==> config.mk <==
export PLATFORM = sky130hd
export DESIGN_NAME = stream_write_stage
export DESIGN_NICKNAME = d
export VERILOG_FILES = /design/src/rtl/hc_pkg.sv /design/src/rtl/stream_skid_buffer.sv /design/src/rtl/stream_write_stage.sv
export SDC_FILE = /design/constraint.sdc
export NUM_CORES = 2
export LEC_CHECK = 0
export ABC_AREA = 0
export CAP_MARGIN = 0
export CORE_AREA = 2 2 429 431
export CTS_CLUSTER_DIAMETER = 50
export CTS_CLUSTER_SIZE = 16
export DETAILED_ROUTE_END_ITERATION = 8
export DIE_AREA = 0 0 431 433
export HOLD_SLACK_MARGIN = 0.06
export PLACE_DENSITY = 0.64
export SETUP_SLACK_MARGIN = 0.1
export SLEW_MARGIN = 20
export SYNTH_ARGS = -nofsm -noshare
export SYNTH_HDL_FRONTEND = slang
export SYNTH_SLANG_ARGS = --single-unit
==> constraint.sdc <==
create_clock -name clk -period 68.5 [get_ports clk]
set_input_delay 17.125 -clock clk [delete_from_list [all_inputs] [get_ports clk]]
set_output_delay 17.125 -clock clk [all_outputs]
set_load 0.02 [all_outputs]
==> src/rtl/hc_pkg.sv <==
// ============================================================================
// Module      : hc_pkg
// Description : Shared types for the hc buffer write/read stages.
// Revision    : 1.0 - initial release
// ============================================================================
`default_nettype none

package hc_pkg;

    localparam int c_buffer_data_width  = 512;
    localparam int c_request_size_width = 32;

    typedef logic [c_buffer_data_width-1:0]  t_buffer_data;
    typedef logic [c_request_size_width-1:0] t_request_size;
    typedef logic [7:0]                      t_buffer_id;

    typedef enum logic [1:0] {
        WR_IDLE     = 2'd0,
        WR_RUN      = 2'd1,
        WR_WAIT_ACK = 2'd2,
        WR_DONE     = 2'd3
    } t_wr_stage_state;

endpackage

`default_nettype wire

==> src/rtl/stream_skid_buffer.sv <==
// ============================================================================
// Module      : stream_skid_buffer
// Description : Two-entry first-in first-out holding buffer with push/pop.
// Revision    : 1.0 - initial release
// ============================================================================
`default_nettype none

module stream_skid_buffer #(
    parameter int DATA_WIDTH = 512
) (
    input  logic                  clk,
    input  logic                  reset,
    input  logic                  push,
    input  logic [DATA_WIDTH-1:0] push_data,
    input  logic                  pop,
    output logic [DATA_WIDTH-1:0] head,
    output logic [1:0]            count
);

    logic [DATA_WIDTH-1:0] r_entry0;
    logic [DATA_WIDTH-1:0] r_entry1;
    logic [1:0]            r_count;

    // Entry 0 is always the head; a pop shifts entry 1 forward.
    always_ff @(posedge clk or posedge reset) begin
        if (reset) begin
            r_entry0 <= '0;
            r_entry1 <= '0;
            r_count  <= 2'd0;
        end else begin
            case ({push, pop})
                2'b10: begin
                    if (r_count == 2'd0) begin
                        r_entry0 <= push_data;
                    end else begin
                        r_entry1 <= push_data;
                    end
                    r_count <= r_count + 2'd1;
                end
                2'b01: begin
                    r_entry0 <= r_entry1;
                    r_count  <= r_count - 2'd1;
                end
                2'b11: begin
                    if (r_count == 2'd1) begin
                        r_entry0 <= push_data;
                    end else begin
                        r_entry0 <= r_entry1;
                        r_entry1 <= push_data;
                    end
                end
                default: ;
            endcase
        end
    end

    assign head  = r_entry0;
    assign count = r_count;

endmodule

`default_nettype wire

==> src/rtl/stream_write_stage.sv <==
// ============================================================================
// Module      : stream_write_stage
// Description : Skid-buffered line stream to buffer write path, with ack-based finish.
// Revision    : 1.0 - initial release
// ============================================================================
`default_nettype none

module stream_write_stage
    import hc_pkg::*;
#(
    parameter int DATA_WIDTH = 512,
    parameter int CNT_WIDTH  = 32
) (
    input  logic                  clk,
    input  logic                  reset,
    input  logic                  start,
    input  logic [CNT_WIDTH-1:0]  num_lines,
    input  logic [7:0]            buffer_id,
    input  logic                  in_valid,
    output logic                  in_ready,
    input  logic [DATA_WIDTH-1:0] in_data,
    output logic                  wr_valid,
    output logic [7:0]            wr_buffer_id,
    output logic [DATA_WIDTH-1:0] wr_data,
    input  logic                  wr_full,
    input  logic                  wr_ack,
    output logic                  busy,
    output logic                  finish,
    output logic [CNT_WIDTH-1:0]  lines_acked,
    output logic                  ack_err
);

    t_wr_stage_state       r_state;
    t_wr_stage_state       w_state_next;
    logic [CNT_WIDTH-1:0]  r_num_lines;
    t_buffer_id            r_buffer_id;
    logic [CNT_WIDTH-1:0]  r_accepted;
    logic [CNT_WIDTH-1:0]  r_issued;
    logic [CNT_WIDTH-1:0]  r_lines_acked;
    logic                  r_wr_valid;
    t_buffer_id            r_wr_buffer_id;
    logic [DATA_WIDTH-1:0] r_wr_data;
    logic                  r_ack_err;

    logic                  w_start_ok;
    logic                  w_active;
    logic                  w_push;
    logic                  w_pop;
    logic                  w_ack_inc;
    logic                  w_ack_spurious;
    logic [CNT_WIDTH-1:0]  w_acked_next;
    logic [DATA_WIDTH-1:0] w_skid_head;
    logic [1:0]            w_skid_count;

    stream_skid_buffer #(
        .DATA_WIDTH(DATA_WIDTH)
    ) u_skid (
        .clk       (clk),
        .reset     (reset),
        .push      (w_push),
        .push_data (in_data),
        .pop       (w_pop),
        .head      (w_skid_head),
        .count     (w_skid_count)
    );

    always_comb begin
        w_start_ok     = start && ((r_state == WR_IDLE) || (r_state == WR_DONE));
        w_active       = (r_state == WR_RUN) || (r_state == WR_WAIT_ACK);
        in_ready       = (r_state == WR_RUN) && (w_skid_count < 2'd2) && (r_accepted < r_num_lines);
        w_push         = in_valid && in_ready;
        w_pop          = (r_state == WR_RUN) && (w_skid_count != 2'd0) && !wr_full;
        // An ack is only legitimate while some issued line is still unacknowledged.
        w_ack_inc      = w_active && wr_ack && (r_lines_acked < r_issued) && (r_lines_acked < r_num_lines);
        w_ack_spurious = w_active && wr_ack && (r_lines_acked >= r_issued);
        w_acked_next   = r_lines_acked + {{(CNT_WIDTH-1){1'b0}}, w_ack_inc};
    end

    always_comb begin
        w_state_next = r_state;
        case (r_state)
            WR_IDLE, WR_DONE: begin
                if (w_start_ok) begin
                    w_state_next = (num_lines == '0) ? WR_DONE : WR_RUN;
                end
            end
            WR_RUN: begin
                if (r_issued == r_num_lines) begin
                    w_state_next = WR_WAIT_ACK;
                end
            end
            WR_WAIT_ACK: begin
                // Looking at the post-ack count lets finish rise the cycle after the last ack.
                if (w_acked_next == r_num_lines) begin
                    w_state_next = WR_DONE;
                end
            end
            default: w_state_next = WR_IDLE;
        endcase
    end

    always_ff @(posedge clk or posedge reset) begin
        if (reset) begin
            r_state <= WR_IDLE;
        end else begin
            r_state <= w_state_next;
        end
    end

    always_ff @(posedge clk or posedge reset) begin
        if (reset) begin
            r_num_lines    <= '0;
            r_buffer_id    <= '0;
            r_accepted     <= '0;
            r_issued       <= '0;
            r_lines_acked  <= '0;
            r_wr_valid     <= 1'b0;
            r_wr_buffer_id <= '0;
            r_wr_data      <= '0;
            r_ack_err      <= 1'b0;
        end else if (w_start_ok) begin
            r_num_lines   <= num_lines;
            r_buffer_id   <= buffer_id;
            r_accepted    <= '0;
            r_issued      <= '0;
            r_lines_acked <= '0;
            r_wr_valid    <= 1'b0;
            r_ack_err     <= 1'b0;
        end else begin
            r_wr_valid    <= w_pop;
            r_lines_acked <= w_acked_next;
            if (w_push) begin
                r_accepted <= r_accepted + 1'b1;
            end
            if (w_pop) begin
                r_issued       <= r_issued + 1'b1;
                r_wr_data      <= w_skid_head;
                r_wr_buffer_id <= r_buffer_id;
            end
            if (w_ack_spurious) begin
                r_ack_err <= 1'b1;
            end
        end
    end

    assign wr_valid     = r_wr_valid;
    assign wr_buffer_id = r_wr_buffer_id;
    assign wr_data      = r_wr_data;
    assign lines_acked  = r_lines_acked;
    assign ack_err      = r_ack_err;
    assign busy         = w_active;
    assign finish       = (r_state == WR_DONE);

endmodule

`default_nettype wire

==> flow_summary.yaml <==
outcome:
  outcome: "finished clean"
logic_synthesis:
  ys_async_sr_fraction_pct: 100
  synth_mux_area_share_pct: 16.6
  netlist_top_cells_area: "dfrtp_1 (60%), mux2_2 (17%), a22oi_1 (5.5%), o21ai_0 (4.1%), nand2_1 (3.3%)"
  synth_xor_area_share_pct: 1.78
  synth_compound_area_share_pct: 10.9
  synth_top_family_by_area: "multiplexers"
  avgSynthCellArea_um2: 12.5
  synth-simple-area-share_pct: 5.97
  yosysWarnings: 0
  synth_cells: 5618
  synth_seq_cells: 1686
  seq_area_frac_synth_pct: 60.3
  synth.largest_area_cell: "dfrtp_1"
  netlist.area_leader.share_pct: 60.3
  synth_area_mm2: 0.0700
  yosysUniqueCellTypes: 60
  synthesis.nets: 6283
  synth_fa_ha_area_share_pct: 1.93
  synthFlopType: "dfrtp_1"
  synth_edf_count: 0
clock_tree:
  clk_latency_ps: 830
  h-tree-depth: 4
  post-cts-setup-buffer-count: 0
  clk_path_buf_depth: 3
  holdBufCountCts: 0
  cts_resized: 0
  cts_tree: "built"
  clkTransAtPathRegs_ps: 70
  cts_buffers: 169
  clock-sinks: 1686
  cts_root_buf: "clkbuf_16"
timing:
  worstMarginPinSlew_ps: 1430
  setup_viol: 0
  holdWs_ps: 473
  hold_viol: 0
  finClkSkew_ps: 42.1
  max_freq_mhz: 43.7
  period_share_pct: 33.4
  finalWorstSetupSlack_ps: 45620
  setup_tns_ps: 0
  fin_crit_ps: 22880
  relSlewSlack_pct: 4.78
  final_max_slew_viol_count: 0
  rsz0062_at_grt: "false"
floorplanning:
  io_pins: 1115
  initial_core_util_pct: 38.4
  rows: 157
  die_area_mm2: 0.187
  fp.dieW_um: 431
  core-area_mm2: 0.182
  die_y_um: 433
power:
  power_density_mw_per_mm2: 45.3
  leakage_nw: 38.8
  fin_total_pwr_mw: 4.05
  vdd_drop_max_mv: 0.0299
worst_setup_path:
  critPathLaunch: "in_valid"
  critPathCaptureType: "flop"
  timing.rr.start: "r_num_lines[22]"
  path_max_fanout: 106
  r2r_cells: 16
  cp.arrival_ps: 23540
  cp-start-kind: "primary input"
  critical_path_class: "in2reg"
  cp.required_ps: 69160
finish:
  nNetsFinal: 7238
  final_area_mm2: 0.0894
  fin_cells: 9154
  final_util_pct: 49.1
  final_cell_mix: "dfrtp_1 (1686), clkdlybuf4s50_1 (1114), mux2_2 (1032), nand2_1 (623), o21ai_0 (575)"
  syn2layout_area_growth_pct: 27.8
  drive_above_1_share_pct: 20.9
  layout_commonest_cell: "dfrtp_1"
placed_design:
  place_hpwl_mm: 150
  portBuffers: 1114
  gp_congestion: 0.899
  place_area_mm2: 0.0832
  place_inst: 8787
  pre_cts_ws_ps: 44810
worst_hold_path:
  hold_path_startpoint: "u_skid.head[500]"
  hold_depth: 2
  min_path_type: "reg2reg"
grt:
  grt_overflow_total: 0
  grt_pass1_wl_mm: 318
  grt_max_degree: 236
  antenna_found_initial: 80
  grt_pass1_vias: 48663
  track_usage_pct: 22.6
drt:
  drc: 0
  wire_per_inst_um: 23.5
  postRouteAntennaNets: 0
  vias_per_cell: 5.33
  num_vias: 48770
  drt_first_iter_violations: 3690
  routed_wl_mm: 215
  firstDrtPassIters: 6
run:
  max-cap-violations: 0
-- cells in the mapped netlist, types with 3 or more instances --
| library cell | instances |
|---|---|
| a2111oi_0 | 4 |
| a211oi_1 | 3 |
| a21o_1 | 40 |
| a21oi_1 | 40 |
| a22oi_1 | 514 |
| a32o_1 | 4 |
| and2_1 | 13 |
| and3_1 | 32 |
| and4_1 | 9 |
| buf_2 | 8 |
| clkbuf_1 | 378 |
| dfrtp_1 | 1686 |
| ha_1 | 107 |
| inv_1 | 77 |
| mux2_2 | 1032 |
| nand2_1 | 624 |
| nand2b_1 | 5 |
| nand3_1 | 39 |
| nand3b_1 | 3 |
| nand4_1 | 54 |
| nor2_1 | 118 |
| nor2b_1 | 7 |
| nor3_1 | 18 |
| nor3b_1 | 3 |
| nor4_1 | 24 |
| o211ai_1 | 6 |
| o21a_1 | 5 |
| o21ai_0 | 575 |
| o22ai_1 | 3 |
| or3_1 | 9 |
| or4_1 | 3 |
| xnor2_1 | 69 |
| xor2_1 | 73 |
-- sequential cells by signal, indices dropped and copies added (netlist names) --
signal	flops
wr_valid	1
lines_acked	32
r_buffer_id	8
wr_data	512
r_state	2
u_skid.count	2
r_num_lines	32
r_issued	32
r_accepted	32
u_skid.r_entry1	512
u_skid.head	512
wr_buffer_id	8
ack_err	1
-- layout make-up --
type                       count  area (um^2)
antenna                       57          143
clock buffer                 199         4520
clock inverter               111         1530
fill                       16181        92700
inverter                      78          300
multi-input combinational   3465        26100
sequential                  1686        42200
tap                         2385         2980
timing repair buffer        1173        11700
-- cells by family after synthesis --
group,after synthesis
mux,1034
xor+xnor,142
simple gates,966
compound gates,1215
fa+ha+maj,108
flops,1686
buf+inv,467
-- power by group --
group          internal (mW)  total [mW]  switching [mW]
Combinational          0.663        1.39           0.728
Sequential              1.42        1.66           0.242
Clock                  0.555       0.998           0.444
-- worst max-delay path, cell delays in order --
cell and delay (ps):
clkdlybuf4s50_1 580, o211a_1 180, nand2b_1 120, inv_1 80
buf_4 290, ha_1 260, a21o_4 540, buf_4 670
buf_4 810, buf_4 730, buf_4 790, buf_4 850
o21ai_0 250
-- path summary, 6_finish.rpt --
path	endpoint	slack, ps
hold reg to reg	u_skid.head[500]	470
max in group asynchronous	wr_data[354]	46950
hold / removal	u_skid.head[500]	470
setup / recovery	u_skid.head[235]	45620
setup reg to reg	u_skid.head[235]	60700
min in group asynchronous	wr_data[138]	16930
-- metal layers --
layer  vias up  global-route usage (%)  wire length, um
met5         -                       0              161
met4        24                    12.1            10300
met3       424                    6.10            14800
met2      1457                    35.6           103000
met1     24797                    28.2            86400
li1      22068                       -                -
Note: power is estimated with default switching activity, not from simulation.
